[src/rtl/gyro_tilt_integrator.sv]
// Three-axis gyro tilt integrator: startup bias calibration, deadbanded rate integration and
// 16-bit angle output. Define TILT_WRAP_EN for wrapping accumulators and unclamped angles.
module gyro_tilt_integrator #(
  parameter int unsigned SAMPLE_DIV = 1000000,
  parameter int unsigned CAL_SHIFT  = 6,
  parameter int unsigned DEADBAND   = 16,
  parameter int unsigned ACC_W      = 32,
  parameter int unsigned OUT_SHIFT  = 8
) (
  input  logic               CLK,
  input  logic               RST,
  input  logic signed [15:0] DX,
  input  logic signed [15:0] DY,
  input  logic signed [15:0] DZ,
  input  logic               ZERO,
  output logic signed [15:0] X,
  output logic signed [15:0] Y,
  output logic signed [15:0] Z,
  output logic               CAL_DONE,
  output logic               UPDATE
);

  localparam int unsigned DivW = (SAMPLE_DIV > 1) ? $clog2(SAMPLE_DIV) : 1;
  localparam int unsigned SumW = 16 + CAL_SHIFT;
  localparam int unsigned CntW = (CAL_SHIFT > 0) ? CAL_SHIFT : 1;

  localparam logic [DivW-1:0]         DivLast = DivW'(SAMPLE_DIV - 1);
  localparam logic [CntW-1:0]         CalLast = CntW'((1 << CAL_SHIFT) - 1);
  localparam logic signed [16:0]      DbPos   = 17'(DEADBAND);
  localparam logic signed [16:0]      DbNeg   = -17'(DEADBAND);
`ifndef TILT_WRAP_EN
  localparam logic signed [ACC_W-1:0] AccMax  = {1'b0, {(ACC_W - 1){1'b1}}};
  localparam logic signed [ACC_W-1:0] AccMin  = {1'b1, {(ACC_W - 1){1'b0}}};
  localparam logic signed [ACC_W-1:0] OutMax  = ACC_W'(32767);
  localparam logic signed [ACC_W-1:0] OutMin  = ACC_W'(-32768);
`endif

  typedef enum logic [0:0] {StCal, StRun} state_e;

  state_e state_q, state_d;

  logic [DivW-1:0] div_q, div_d;
  logic            tick;
  logic [CntW-1:0] cal_cnt_q;
  logic            pend_q;
  logic            update_q;
  logic            cal_tick, run_tick, run_zero, cal_last;

  logic signed [15:0]      raw       [3];
  logic signed [SumW-1:0]  cal_sum_q [3];
  logic signed [SumW-1:0]  sum_next  [3];
  logic signed [15:0]      bias_q    [3];
  logic signed [15:0]      bias_d    [3];
  logic signed [16:0]      corr      [3];
  logic signed [ACC_W-1:0] acc_q     [3];
  logic signed [ACC_W-1:0] acc_d     [3];
  logic signed [15:0]      out_q     [3];
  logic signed [15:0]      out_d     [3];
`ifndef TILT_WRAP_EN
  logic signed [ACC_W:0]   acc_wide  [3];
  logic signed [ACC_W-1:0] acc_shr   [3];
`endif

  assign raw[0] = DX;
  assign raw[1] = DY;
  assign raw[2] = DZ;

  assign tick  = (div_q == DivLast);
  assign div_d = tick ? '0 : div_q + DivW'(1);

  // State register
  always_ff @(posedge CLK) begin
    if (RST) begin
      state_q <= StCal;
    end else begin
      state_q <= state_d;
    end
  end

  // Next state: RUN is left only through reset
  always_comb begin
    state_d = state_q;
    if (state_q == StCal && tick && cal_tick && cal_last) begin
      state_d = StRun;
    end
  end

  // FSM outputs
  always_comb begin
    cal_tick = 1'b0;
    run_tick = 1'b0;
    run_zero = 1'b0;
    CAL_DONE = 1'b0;
    cal_last = (cal_cnt_q == CalLast);
    unique case (state_q)
      StCal: cal_tick = tick;
      StRun: begin
        CAL_DONE = 1'b1;
        run_zero = ZERO;
        run_tick = tick && !ZERO;
      end
      default: ;
    endcase
  end

  always_comb begin
    for (int i = 0; i < 3; i++) begin
      sum_next[i] = cal_sum_q[i] + SumW'(raw[i]);
      // Taking the bits above CAL_SHIFT is the floor-divide by 2^CAL_SHIFT
      bias_d[i]   = sum_next[i][CAL_SHIFT +: 16];
      corr[i]     = 17'(raw[i]) - 17'(bias_q[i]);
      if (corr[i] >= DbNeg && corr[i] <= DbPos) begin
        corr[i] = '0;
      end
`ifdef TILT_WRAP_EN
      acc_d[i] = acc_q[i] + ACC_W'(corr[i]);
      out_d[i] = acc_q[i][OUT_SHIFT +: 16];
`else
      acc_wide[i] = (ACC_W + 1)'(acc_q[i]) + (ACC_W + 1)'(corr[i]);
      if (acc_wide[i][ACC_W] != acc_wide[i][ACC_W-1]) begin
        acc_d[i] = acc_wide[i][ACC_W] ? AccMin : AccMax;
      end else begin
        acc_d[i] = acc_wide[i][ACC_W-1:0];
      end
      acc_shr[i] = acc_q[i] >>> OUT_SHIFT;
      if (acc_shr[i] > OutMax) begin
        out_d[i] = 16'sh7fff;
      end else if (acc_shr[i] < OutMin) begin
        out_d[i] = 16'sh8000;
      end else begin
        out_d[i] = acc_shr[i][15:0];
      end
`endif
    end
  end

  always_ff @(posedge CLK) begin
    if (RST) begin
      div_q     <= '0;
      cal_cnt_q <= '0;
      pend_q    <= 1'b0;
      update_q  <= 1'b0;
      for (int i = 0; i < 3; i++) begin
        cal_sum_q[i] <= '0;
        bias_q[i]    <= '0;
        acc_q[i]     <= '0;
        out_q[i]     <= '0;
      end
    end else begin
      div_q <= div_d;
      if (cal_tick) begin
        cal_cnt_q <= cal_cnt_q + CntW'(1);
        for (int i = 0; i < 3; i++) begin
          cal_sum_q[i] <= sum_next[i];
          if (cal_last) begin
            bias_q[i] <= bias_d[i];
          end
        end
      end
      // ZERO drops any sample in flight, including one arriving on this edge
      if (run_zero) begin
        pend_q   <= 1'b0;
        update_q <= 1'b0;
        for (int i = 0; i < 3; i++) begin
          acc_q[i] <= '0;
          out_q[i] <= '0;
        end
      end else begin
        pend_q   <= run_tick;
        update_q <= pend_q;
        for (int i = 0; i < 3; i++) begin
          if (run_tick) begin
            acc_q[i] <= acc_d[i];
          end
          if (pend_q) begin
            out_q[i] <= out_d[i];
          end
        end
      end
    end
  end

  assign X      = out_q[0];
  assign Y      = out_q[1];
  assign Z      = out_q[2];
  assign UPDATE = update_q;

endmodule

[config.mk]
export PLATFORM = sky130hd
export DESIGN_NAME = gyro_tilt_integrator
export DESIGN_NICKNAME = d
export VERILOG_FILES = /design/src/rtl/gyro_tilt_integrator.sv
export SDC_FILE = /design/constraint.sdc
export NUM_CORES = 1
export LEC_CHECK = 0
export CORE_MARGIN = 1
export CORE_UTILIZATION = 45
export DETAILED_ROUTE_END_ITERATION = 8
export GPL_TIMING_DRIVEN = 1
export PLACE_DENSITY = 0.69
export SETUP_SLACK_MARGIN = 0.15
export SYNTH_ARGS = -nofsm -noshare
export SYNTH_HDL_FRONTEND = slang
export SYNTH_SLANG_ARGS = --single-unit
[constraint.sdc]
create_clock -name CLK -period 19.3 [get_ports CLK]
set_clock_uncertainty 0.2 [all_clocks]
set_input_delay 3.86 -clock CLK [delete_from_list [all_inputs] [get_ports CLK]]
set_output_delay 3.86 -clock CLK [all_outputs]
set_load 0.02 [all_outputs]
==> results of run 1 <==
==> cell type report <==
cell class                 count  area share
inverter                     118      0.0184
multi-input combinational   1829       0.514
timing repair buffer         109      0.0444
sequential                   287       0.346
clock inverter                14     0.00540
tap                          607      0.0315
clock buffer                  49      0.0398
antenna                        3    0.000312
==> worst max-delay path: cells and delay by family <==
| family | cells | cell delay [ps] |
|---|---|---|
| simple gates | 9 | 2970 |
| buf+inv | 2 | 630 |
| fa+ha+maj | 3 | 1010 |
| xor+xnor | 1 | 230 |
| compound gates | 9 | 2280 |
==> metal layers <==
metal  routed length, um  global-route usage  part of all wire  vias to the layer above
met5                  13                   0           0.00026                        -
li1                    -                   -                 -                     8620
met4                1240              0.0664             0.025                        2
met3                2570              0.0344             0.051                       94
met1               23400               0.282              0.47                     8161
met2               23100               0.345              0.46                      429
==> logic make-up after synthesis <==
logic type | share of synthesized area
and+or+nand+nor | 0.178
AOI/OAI and AO/OA | 0.191
DFF | 0.389
adders and majority gates | 0.131
xor gates and xnor gates | 0.0757
buffers and inverters | 0.0337
muxes | 0.00292
==> Yosys cell counts, types with 30 or more instances <==
cell type	count	area (um2)
ha_1	209	2620
nor2_1	349	1310
edfxtp_1	258	7750
clkbuf_1	51	191
nand2_1	103	387
a21o_1	72	541
nand2b_1	36	225
nand3_1	39	195
nor3_1	63	315
a21oi_1	187	936
xnor2_1	99	867
inv_1	118	443
and3_1	39	244
o21a_1	30	225
nand4_1	30	188
nor2b_1	38	238
o21ai_0	129	646
xor2_1	86	753
==> power breakdown <==
group | internal, W | switching (W)
sequential | 0.000700 | 0.0000127
combinational | 0.000262 | 0.000368
clock | 0.000364 | 0.000274
total | 0.00133 | 0.000654
==> state kept, by name (all words and copies together), names as in the netlist <==
| name | cells |
|---|---|
| pend_q | 1 |
| bias_q | 48 |
| cal_sum_q | 66 |
| UPDATE | 1 |
| out_q | 48 |
| div_q | 20 |
| state_q | 1 |
| acc_q | 96 |
| cal_cnt_q | 6 |
==> worst paths after layout <==
kind | to | slack, ps
worst max register to register | acc_q[0][45] | 11900
worst max-delay path | acc_q[0][45] | 8340
worst min register to register | div_q[0] | 270
worst min-delay path | div_q[0] | 270
==> stage by stage <==
stage	std cells	power [W]
final	3016	0.00198
after global routing	3016	0.00209
after CTS	3013	0.00199
after detailed placement	2950	0.00134
after global placement	2950	0.00133
after floorplan	2299	0.00121
==> results.json, run 1 <==
{
  "leakagePower_nw": 9.76,
  "syn_avg_cell_area_um2": 9.32,
  "dpl.hpwl_um": 37100,
  "cts_root_buf": "clkbuf_16",
  "pre_cts_slack_ps": 7820,
  "hold_buffers": 0,
  "fmax_mhz": 91.2,
  "drt-total-wl_um": 50300,
  "final_common_cell": "nor2_1",
  "synth_edf_count": 258,
  "register_area_mm2": 0.00833,
  "grt_use_total": 0.210,
  "numCtsBuffers": 35,
  "worstHoldPathCells": 1,
  "worstPathArrival_ps": 11010,
  "min_from": "div_q[0]",
  "cp_slowest_cell": "nor4bb_1",
  "cp.required_ps": 19350,
  "num-nets-final": 2649,
  "failed_checks": "DRC",
  "synth_flop_cell": "edfxtp_1",
  "cts_buffer_depth": 3,
  "grt_pass1_vias": 16800,
  "htreeDepth": 2,
  "grt_pass1_wl_um": 82700,
  "drive_gt1_frac": 0.0416,
  "multi_input_area_mm2": 0.0124,
  "postRouteAntennaNets": 0,
  "cts_resized": 0,
  "first_pass_iters": 9,
  "final.min_clock_period_ps": 10960,
  "ys.warnings.count": 0,
  "start_util": 0.458,
  "worst_skew_pair.late_latency_ps": 570,
  "power_density_mw_per_mm2": 82.2,
  "rsz0062_at_grt": "no",
  "setup_violations": 0,
  "run_status": "complete, but fails checks",
  "timing.critical_path.from": "DY[0]",
  "die-area_mm2": 0.0485,
  "clkSlewWorstSetupHoldPaths_ps": 60,
  "timing.final.ws_setup_ps": 8340,
  "overflow": 0,
  "synth_seq_cells": 287,
  "synth_cell_types": 89,
  "crit_path_max_incr_delay_ps": 970,
  "synthesis.area_mm2": 0.0214,
  "finalHoldViolations": 0,
  "io_buffers": 100,
  "fp.dieH_um": 220,
  "cp-start-kind": "input pin",
  "rows": 79,
  "cp_cell_sequence": "clkdlybuf4s50_1, inv_1, ha_1, fa_1, nor2b_1, o31ai_1, a21oi_1, nor2_1, a311o_1, xnor2_1, and4_1, nor4bb_1, a31o_1, nor2_1, ha_1, o21ai_0, o21a_1, nor4_1, nor2_1, o311ai_0, nand2_1, a31oi_1, nand2b_1, o21ai_0",
  "period_share": 0.568,
  "r2r_start": "bias_q[0][16]",
  "gp_congestion": 0.889,
  "drv_slew": 0,
  "fin_util": 0.515,
  "grt_max_degree": 71,
  "ys_seq_area_frac": 0.389,
  "cap_viol_max_count": 0,
  "path_class": "in2reg",
  "syn_to_final_growth_pct": 12.4,
  "antenna_found_initial": 4,
  "dr.first_iter.drc_count": 1003,
  "final_area_mm2": 0.0241,
  "crit_fanout": 24,
  "cts_tree": "done",
  "cts_sinks": 287,
  "drc": 6,
  "peakVddDrop_uv": 47.4,
  "worst_r2r_path_depth": 22,
  "synthCells": 2299,
  "tightestPinTransition_ps": 1140,
  "layout_common_cells": "nor2_1 (348), edfxtp_1 (258), ha_1 (209), a21oi_1 (187), o21ai_0 (129)",
  "synth_nets": 2568,
  "async_reset_ff_frac": 0,
  "cts_setup_buffers": 0,
  "vias": 17300,
  "avgRoutedWirePerCell_um": 16.7,
  "avgViaCountPerCell": 5.74,
  "hold_path.class": "reg2reg",
  "end_kind": "flip-flop",
  "die_w_um": 220,
  "dpl_cell_area_mm2": 0.0230,
  "finalSetupTns_ps": 0,
  "hold-worst-slack_ps": 267,
  "fillers": 4372,
  "cp_common_cell": "nor2_1",
  "slew_headroom": 0.228,
  "top_level_ports": 101,
  "core-area_mm2": 0.0468
}
Power figures use the tool's default switching activity.
==> run 2, diff against run 1 <==
--- a/config.mk
+++ b/config.mk
@@ -9,7 +9,7 @@
 export CORE_UTILIZATION = 45
 export DETAILED_ROUTE_END_ITERATION = 8
 export GPL_TIMING_DRIVEN = 1
-export PLACE_DENSITY = 0.69
+export PLACE_DENSITY = 0.72
 export SETUP_SLACK_MARGIN = 0.15
 export SYNTH_ARGS = -nofsm -noshare
 export SYNTH_HDL_FRONTEND = slang
==> constraint.sdc (replaced) <==
create_clock -name CLK -period 9.41 [get_ports CLK]
set_clock_uncertainty 0.2 [all_clocks]
set_input_delay 1.882 -clock CLK [delete_from_list [all_inputs] [get_ports CLK]]
set_output_delay 1.882 -clock CLK [all_outputs]
set_load 0.02 [all_outputs]
==> results.json, run 2 (synthesized netlist as in run 1, its figures left out) <==
{
  "run_status": "complete, but fails checks",
  "failed_checks": "DRC",
  "leakagePower_nw": 9.81,
  "p_comb_frac": 0.316,
  "drv_slew": 0,
  "cts_root_buf": "clkbuf_16",
  "postRouteAntennaNets": 0,
  "cts_resized": 0,
  "finalSetupTns_ps": 0,
  "end_kind": "flip-flop",
  "die-area_mm2": 0.0485,
  "dr.first_iter.drc_count": 1012,
  "cts_sinks": 287,
  "p_sw_w": 0.00134,
  "syn_to_final_growth_pct": 12.9,
  "largestRegisters": "acc_q: 96 flops, cal_sum_q: 66 flops",
  "cts_buffer_depth": 3,
  "drt-total-wl_um": 50800,
  "cts_tree": "done",
  "p_clk_frac": 0.328,
  "regToRegSetupSlack_ps": 2300,
  "avgViaCountPerCell": 5.79,
  "drive_gt1_frac": 0.0460,
  "start_util": 0.458,
  "layout_common_cells": "nor2_1 (348), edfxtp_1 (258), ha_1 (209), a21oi_1 (187), o21ai_0 (129)",
  "gp_congestion": 0.921,
  "final.min_clock_period_ps": 8600,
  "worstPathArrival_ps": 8680,
  "num-nets-final": 2657,
  "cp-start-kind": "input pin",
  "io_buffers": 100,
  "fmax_mhz": 116,
  "tightestPinTransition_ps": 1190,
  "drc": 10,
  "finalHoldViolations": 0,
  "fin_cells": 3022,
  "antenna_found_initial": 3,
  "grt_pass1_vias": 16600,
  "power_density_mw_per_mm2": 170,
  "cp.required_ps": 9490,
  "p_seq_frac": 0.355,
  "overflow": 0,
  "top_level_ports": 101,
  "final_common_cell": "nor2_1",
  "die_w_um": 220,
  "grt_max_degree": 76,
  "fp.dieH_um": 220,
  "path_class": "in2reg",
  "setup_violations": 0,
  "clkSlewWorstSetupHoldPaths_ps": 60,
  "cts_setup_buffers": 0,
  "rows": 79,
  "period_share": 0.913,
  "hold_buffers": 0,
  "worst_skew_pair.late_latency_ps": 550,
  "crit_fanout": 19,
  "cap_viol_max_count": 0,
  "largest-register": "acc_q",
  "vias": 17500,
  "core-area_mm2": 0.0468,
  "p_int_w": 0.00277,
  "first_pass_iters": 7,
  "hold_path.class": "reg2reg",
  "power_switching_share": 0.326,
  "rsz0062_at_grt": "no",
  "htreeDepth": 2,
  "avgRoutedWirePerCell_um": 16.8,
  "grt_pass1_wl_um": 81800,
  "crit_path_max_incr_delay_ps": 650,
  "slew_headroom": 0.207,
  "grt_use_total": 0.207,
  "dpl.hpwl_um": 37800,
  "fillers": 4269,
  "largest_register_ffs": 96,
  "peakVddDrop_uv": 103,
  "cp_slowest_cell": "a2111oi_0",
  "numCtsBuffers": 34,
  "dpl.cell_count": 2959
}
-- run 2: area by class of cell --
class	count	area [um2]	area share
Antenna cell	2	5.00	0.000207
Clock buffer	43	898	0.0371
Clock inverter	18	218	0.00900
Inverter	118	443	0.0183
Multi-Input combinational cell	1829	12400	0.512
Sequential cell	287	8330	0.344
Tap cell	607	759	0.0314
Timing Repair Buffer	118	1150	0.0475
-- run 2: worst paths after layout --
check                                   start  cells past startpoint           end
worst max-delay path                    DZ[0]                     25  acc_q[0][66]
worst min-delay path                 div_q[0]                      1      div_q[0]
worst max register to register  bias_q[0][32]                     23  acc_q[0][66]
worst min register to register       div_q[0]                      1      div_q[0]
-- run 2: power by group through the flow --
stage / combinational, W / clock (W) / sequential, W
floorplan: 0.000980 / 0 / 0.00149
global placement: 0.00125 / 0 / 0.00149
detailed placement: 0.00128 / 0 / 0.00149
CTS: 0.00129 / 0.00137 / 0.00146
global route: 0.00144 / 0.00142 / 0.00146
finish: 0.00130 / 0.00135 / 0.00146
-- run 2: layer usage --
metal / wire [um] / part of all wire / GRT usage
met3: 2500 / 0.049 / 0.0318
met2: 23600 / 0.46 / 0.340
met4: 1270 / 0.025 / 0.0646
met1: 23400 / 0.46 / 0.281
met5: 14 / 0.00028 / 0
-- run 2: worst max-delay path: cells and delay by family --
kind	cells	cell delay (ps)
AND/OR/NAND/NOR	9	2000
buffers and inverters	3	880
adder cells (fa/ha/maj)	3	980
AO/OA/AOI/OAI	8	2330
XOR/XNOR	2	630
-- run 2: per-stage QoR --
stage	total power, W	setup WS [ps]	hold WS [ps]	util	area (um2)
5_1_grt	0.00432	318	298	0.517	24200
3_5_place_dp	0.00276	380	259	0.493	23100
4_1_cts	0.00412	926	273	0.517	24200
2_1_floorplan	0.00247	1840	226	-	21400
3_3_place_gp	0.00273	564	242	0.493	23100
6_report	0.00411	814	263	0.517	24200
